**src/rtl/multicycle_ctrl_pkg.sv**
```systemverilog
// rtl/multicycle_ctrl_pkg.sv - opcodes, state encodings and control-word type for the multi-cycle controller
package multicycle_ctrl_pkg;

    localparam logic [5:0] OP_R    = 6'b000000;
    localparam logic [5:0] OP_LW   = 6'b100011;
    localparam logic [5:0] OP_SW   = 6'b101011;
    localparam logic [5:0] OP_BEQ  = 6'b000100;
    localparam logic [5:0] OP_J    = 6'b000010;
    localparam logic [5:0] OP_ADDI = 6'b001000;

    typedef enum logic [3:0] {
        S_IDLE   = 4'd0,
        S_FETCH  = 4'd1,
        S_DECODE = 4'd2,
        S_MEMADR = 4'd3,
        S_MEMRD  = 4'd4,
        S_MEMWB  = 4'd5,
        S_MEMWR  = 4'd6,
        S_EXEC   = 4'd7,
        S_ALUWB  = 4'd8,
        S_BRANCH = 4'd9,
        S_JUMP   = 4'd10,
        S_ADDIEX = 4'd11,
        S_ADDIWB = 4'd12
    } state_t;

    localparam logic [1:0] SRCB_B      = 2'b00;
    localparam logic [1:0] SRCB_FOUR   = 2'b01;
    localparam logic [1:0] SRCB_IMM    = 2'b10;
    localparam logic [1:0] SRCB_IMM_SH = 2'b11;

    localparam logic [1:0] ALUOP_ADD   = 2'b00;
    localparam logic [1:0] ALUOP_SUB   = 2'b01;
    localparam logic [1:0] ALUOP_FUNCT = 2'b10;

    localparam logic [1:0] PCSRC_ALU    = 2'b00;
    localparam logic [1:0] PCSRC_ALUOUT = 2'b01;
    localparam logic [1:0] PCSRC_JUMP   = 2'b10;

    // fetch_gate marks strobes that only fire once memory reports ready
    typedef struct packed {
        logic       pc_write;
        logic       fetch_gate;
        logic       pc_write_cond;
        logic       iord;
        logic       mem_read;
        logic       mem_write;
        logic       mem_to_reg;
        logic       reg_dst;
        logic       reg_write;
        logic       alu_src_a;
        logic [1:0] alu_src_b;
        logic [1:0] alu_op;
        logic [1:0] pc_source;
    } ctrl_t;

    function automatic logic op_is_legal(input logic [5:0] op);
        return (op == OP_R) || (op == OP_LW) || (op == OP_SW) ||
               (op == OP_BEQ) || (op == OP_J) || (op == OP_ADDI);
    endfunction

endpackage

```
**src/rtl/multicycle_ctrl_dec.sv**
```systemverilog
// rtl/multicycle_ctrl_dec.sv - pure state to control-word decoder
module multicycle_ctrl_dec
    import multicycle_ctrl_pkg::*;
(
    input  state_t state,
    output ctrl_t  ctrl
);

    always_comb begin
        ctrl = '0;
        case (state)
            S_FETCH: begin
                ctrl.mem_read   = 1'b1;
                ctrl.fetch_gate = 1'b1;
                ctrl.alu_src_b  = SRCB_FOUR;
            end
            S_DECODE: begin
                ctrl.alu_src_b = SRCB_IMM_SH;
            end
            S_MEMADR: begin
                ctrl.alu_src_a = 1'b1;
                ctrl.alu_src_b = SRCB_IMM;
            end
            S_MEMRD: begin
                ctrl.mem_read = 1'b1;
                ctrl.iord     = 1'b1;
            end
            S_MEMWB: begin
                ctrl.reg_write  = 1'b1;
                ctrl.mem_to_reg = 1'b1;
            end
            S_MEMWR: begin
                ctrl.mem_write = 1'b1;
                ctrl.iord      = 1'b1;
            end
            S_EXEC: begin
                ctrl.alu_src_a = 1'b1;
                ctrl.alu_src_b = SRCB_B;
                ctrl.alu_op    = ALUOP_FUNCT;
            end
            S_ALUWB: begin
                ctrl.reg_write = 1'b1;
                ctrl.reg_dst   = 1'b1;
            end
            S_BRANCH: begin
                ctrl.alu_src_a     = 1'b1;
                ctrl.alu_op        = ALUOP_SUB;
                ctrl.pc_write_cond = 1'b1;
                ctrl.pc_source     = PCSRC_ALUOUT;
            end
            S_JUMP: begin
                ctrl.pc_write  = 1'b1;
                ctrl.pc_source = PCSRC_JUMP;
            end
            S_ADDIEX: begin
                ctrl.alu_src_a = 1'b1;
                ctrl.alu_src_b = SRCB_IMM;
            end
            S_ADDIWB: begin
                ctrl.reg_write = 1'b1;
            end
            default: ctrl = '0;
        endcase
    end

endmodule

```
**src/rtl/multicycle_ctrl.sv**
```systemverilog
// rtl/multicycle_ctrl.sv - main control FSM of the multi-cycle MIPS datapath
module multicycle_ctrl
    import multicycle_ctrl_pkg::*;
#(
    parameter int OP_W = 6,
    parameter int ST_W = 4
) (
    input  logic            clk,
    input  logic            rst_n,
    input  logic [OP_W-1:0] op,
    input  logic            mem_ready,
    output logic            pc_write,
    output logic            pc_write_cond,
    output logic            iord,
    output logic            mem_read,
    output logic            mem_write,
    output logic            ir_write,
    output logic            mem_to_reg,
    output logic            reg_dst,
    output logic            reg_write,
    output logic            alu_src_a,
    output logic [1:0]      alu_src_b,
    output logic [1:0]      alu_op,
    output logic [1:0]      pc_source,
    output logic            illegal_op,
    output logic [ST_W-1:0] state
);

    state_t     state_q;
    state_t     state_d;
    ctrl_t      ctrl;
    logic [5:0] op6;

    assign op6 = 6'(op);

    always_ff @(posedge clk) begin
        if (!rst_n) begin
            state_q <= S_IDLE;
        end else begin
            state_q <= state_d;
        end
    end

    always_comb begin
        state_d = state_q;
        case (state_q)
            S_IDLE:   state_d = S_FETCH;
            S_FETCH:  state_d = mem_ready ? S_DECODE : S_FETCH;
            S_DECODE: begin
                if (op6 == OP_LW || op6 == OP_SW) begin
                    state_d = S_MEMADR;
                end else if (op6 == OP_R) begin
                    state_d = S_EXEC;
                end else if (op6 == OP_BEQ) begin
                    state_d = S_BRANCH;
                end else if (op6 == OP_J) begin
                    state_d = S_JUMP;
                end else if (op6 == OP_ADDI) begin
                    state_d = S_ADDIEX;
                end else begin
                    state_d = S_FETCH;
                end
            end
            S_MEMADR: state_d = (op6 == OP_SW) ? S_MEMWR : S_MEMRD;
            S_MEMRD:  state_d = mem_ready ? S_MEMWB : S_MEMRD;
            S_MEMWB:  state_d = S_FETCH;
            S_MEMWR:  state_d = mem_ready ? S_FETCH : S_MEMWR;
            S_EXEC:   state_d = S_ALUWB;
            S_ALUWB:  state_d = S_FETCH;
            S_BRANCH: state_d = S_FETCH;
            S_JUMP:   state_d = S_FETCH;
            S_ADDIEX: state_d = S_ADDIWB;
            S_ADDIWB: state_d = S_FETCH;
            default:  state_d = S_FETCH;
        endcase
    end

    multicycle_ctrl_dec u_dec (
        .state (state_q),
        .ctrl  (ctrl)
    );

    // mem_ready is registered by the memory, so the gated PC strobe is glitch-free
    assign pc_write      = ctrl.pc_write | (ctrl.fetch_gate & mem_ready);
    assign ir_write      = ctrl.fetch_gate & mem_ready;
    assign pc_write_cond = ctrl.pc_write_cond;
    assign iord          = ctrl.iord;
    assign mem_read      = ctrl.mem_read;
    assign mem_write     = ctrl.mem_write;
    assign mem_to_reg    = ctrl.mem_to_reg;
    assign reg_dst       = ctrl.reg_dst;
    assign reg_write     = ctrl.reg_write;
    assign alu_src_a     = ctrl.alu_src_a;
    assign alu_src_b     = ctrl.alu_src_b;
    assign alu_op        = ctrl.alu_op;
    assign pc_source     = ctrl.pc_source;
    assign illegal_op    = (state_q == S_DECODE) && !op_is_legal(op6);
    assign state         = ST_W'(state_q);

endmodule
```
**config.mk**
```make
export PLATFORM = sky130hd
export DESIGN_NAME = multicycle_ctrl
export DESIGN_NICKNAME = d
export VERILOG_FILES = /design/src/rtl/multicycle_ctrl_pkg.sv /design/src/rtl/multicycle_ctrl_dec.sv /design/src/rtl/multicycle_ctrl.sv
export SDC_FILE = /design/constraint.sdc
export NUM_CORES = 1
export LEC_CHECK = 0
export ABC_AREA = 0
export BUFFER_PORTS_ARGS = -buffer_cell sky130_fd_sc_hd__buf_2
export CORE_AREA = 8 8 45 47
export DETAILED_ROUTE_END_ITERATION = 6
export DIE_AREA = 0 0 53 55
export MAX_ROUTING_LAYER = met4
export PLACE_DENSITY = 0.78
export REMOVE_ABC_BUFFERS = 1
export SLEW_MARGIN = 30
export SYNTH_ARGS = -nofsm -noshare
export SYNTH_HDL_FRONTEND = slang
export SYNTH_HIERARCHICAL = 1
export SYNTH_SLANG_ARGS = --single-unit
```
**constraint.sdc**
```tcl
create_clock -name clk -period 3.96 [get_ports clk]
set_clock_uncertainty 0.2 [all_clocks]
set_input_delay 0.396 -clock clk [delete_from_list [all_inputs] [get_ports clk]]
set_output_delay 0.396 -clock clk [all_outputs]
set_load 0.05 [all_outputs]
```
==> reports/qor.csv <==
stage;metric;value;unit
timing;finalCriticalPeriod;2.45;ns
power_and_ir_drop;p_clk_frac;0.331;
cts;clock_sinks;4;
synth;synthCells;77;
synth;synth-seq-area-share;0.144;
cts;insertion_delay;0.23;ns
setup_path;arrival;1.86;ns
power_and_ir_drop;p_sw_frac;0.360;
setup_path;regToRegSetupSlack;2.20;ns
timing;max_freq;407;MHz
route;drt-total-wl;1.47;mm
setup_path;path_cells;nand2b_4 -> nor3_1 -> and2_1 -> or2_2 -> buf_2;
setup_path;endpoint;pc_write;
setup_path;critical_path_buf_inv_count;1;
cells_and_area;largest_reg_flops;4;
synth;ys_seq_elements;4;
die;floorplan.die_area;2920;um^2
cells_and_area;num-fill-cells;143;
timing;worst_pin_slew;0.655;ns
cts;clockBufferDepth;2;
cts;root_buffer;clkbuf_4;
route;vias;642;
power_and_ir_drop;ir_worst_vdd;177;uV
cts;numCtsBuffers;3;
synth;synth_top_area_frac;0.144;
timing;relSlewSlack;0.562;
cells_and_area;antenna_cells;0;
synth;synth_area_per_cell;7.21;um^2
setup_path;r2r_end;state[2];
die;io_pins;30;
placed_design;placedInstanceArea;688;um^2
hold_path;hold_class;in -> reg;
cts;ctsHoldBuffers;0;
setup_path;worst_path_dominant_cell_family;simple AND/OR/NAND/NOR gates;
power_and_ir_drop;leakage;0.336;nW
grt;grt_max_degree;20;
cells_and_area;syn_to_final_growth;27.9;%
route;viasPerCell;5.35;
synth;async_flop_share;0;
power_and_ir_drop;intPower;92.4;uW
setup_path;startpoint_type;flop;
cts;post_cts_buffers;0;
cts;cts_max_level;1;
grt;track_usage;0.105;
power_and_ir_drop;power_frac_seq;0.325;
synth;yosysUniqueCellTypes;39;
setup_path;worstPathRequired;3.36;ns
grt;grt-ovfl-total;0;
timing;slew_violations;0;
die;core_area;1380;um^2
synth;ys.flop_type;dfxtp_1;
setup_path;worstRegToRegCells;4;
power_and_ir_drop;comb_power_share;0.344;
synth;synth_area;556;um^2
power_and_ir_drop;p_per_area;203;nW/um^2
grt;antenna_found_initial;0;
synth;synthTopCellsByArea;dfxtp_1 (14%), nor2_1 (6.8%), nand2b_4 (5.0%);
timing;finalCritPeriodShare;0.620;
setup_path;worst_setup_path_end_kind;output pin;
die;fp.dieH;55;um
setup_path;path_depth;5;
grt;grt_pass1_wl;2.37;mm
timing;setup_ws;1.51;ns
setup_path;critPathKind;reg -> out;
grt;grt_pass1_vias;569;
run;drv_cap;0;
die;initial_core_util;0.401;
placed_design;place.detailed.hpwl;1.15;mm
placed_design;place_ws;1.73;ns
placed_design;port-buffer-count;29;
synth;ys_warn_count;6;
status;status;finished, final reports clean;
route;drtIter0Drc;11;
cts;cts-resized-gates;0;
timing;hold_viol;0;
setup_path;crit_path_max_fanout;16;
cells_and_area;final_nets;115;
placed_design;place.gp.congestion;0.854;
route;drt.antenna.violating_nets;0;
route;wl_per_cell;12.2;um
setup_path;reg2reg_from;state[0];
synth;post-synth-top-area-cell;dfxtp_1;
setup_path;max_stage_delay;0.64;ns
timing;rsz0062_at_grt;no;
die;die_width;53;um
setup_path;critPathSlowestCell;dfxtp_1;
power_and_ir_drop;p_switching;51.9;uW
synth;synth_edf_count;0;
timing;tns;0;ns
cts;path_clk_slew;0.03;ns
cts;cts_tree;built;
route;dr.pass1.iters;4;
cells_and_area;finalInstanceArea;711;um^2
setup_path;startpoint;state[1];
cells_and_area;drive_above_1_share;0.394;
die;rows;14;
timing;finalSetupViolCount;0;
route;drc;0;
[worst min-delay path, stage by stage]
cell and delay, ns:
buf_2 0.11, nand2_1 0.06, a21oi_1 0.04
[per-layer routing]
| layer | global-route usage | vias up | share of wire |
|---|---|---|---|
| li1 | - | 334 | - |
| met1 | 0.126 | 281 | 0.40 |
| met2 | 0.162 | 27 | 0.45 |
| met3 | 0.0294 | 0 | 0.15 |
| met4 | 0.0388 | 0 | 0 |
| met5 | - | - | 0 |
[cell usage after synthesis, drive strengths merged (2+ instances only)]
cell / number
nor2: 10
nand2b: 7
nor3: 6
nand2: 5
a21oi: 4
buf: 4
dfxtp: 4
o21ai: 4
a211oi: 3
nor3b: 3
nor4: 3
and2b: 2
and3: 2
nor2b: 2
xor2: 2
[layout by cell type, fill, tap and decap left out, types with 3 or more instances in the layout]
master / count
nand2b_1: 4
nor3b_1: 3
a21oi_1: 4
nand2_1: 5
dfxtp_1: 4
nor3_1: 4
clkbuf_4: 3
buf_2: 29
o21ai_0: 4
nor2_1: 10
[layout make-up]
cell class	count	area, um^2	area share
multi-input combinational	67	439	0.618
timing repair buffer	29	145	0.204
sequential	4	80.1	0.113
clock buffer	3	22.5	0.0317
tap	16	20.0	0.0282
inverter	1	3.75	0.00528
[stage by stage]
step / utilization / total power [mW] / hold WS (ns) / instances
floorplan: - / 0.0818 / 0.321 / 72
global placement: 0.497 / 0.0967 / 0.456 / 117
detailed placement: 0.497 / 0.0974 / 0.460 / 117
CTS: 0.514 / 0.147 / 0.220 / 120
global route: 0.514 / 0.153 / 0.237 / 120
finish: 0.514 / 0.144 / 0.223 / 120
[how the worst min path moves through the flow]
stage	cells past startpoint	start	to	slack (ns)
3_5_place_dp	3	rst_n	state[3]	0.46
6_report	3	rst_n	state[3]	0.22
4_1_cts	3	rst_n	state[3]	0.22
3_3_place_gp	3	rst_n	state[3]	0.46
5_1_grt	3	rst_n	state[3]	0.24
2_1_floorplan	2	rst_n	state[3]	0.32
[cells by family after synthesis]
logic type	Yosys count	share of synthesized area
xor gates and xnor gates	3	0.0473
buffers and inverters	6	0.0653
AOI/OAI and AO/OA	20	0.255
DFF	4	0.144
and+or+nand+nor	44	0.489
[power by group through the flow]
stage                     sequential, mW  clock, mW  combinational (mW)
final                             0.0470     0.0477              0.0496
after global routing              0.0478     0.0517              0.0536
after global placement            0.0476          0              0.0491
after floorplan                   0.0504          0              0.0314
after CTS                         0.0471     0.0503              0.0499
after detailed placement          0.0477          0              0.0497
Power figures use the tool's default switching activity.
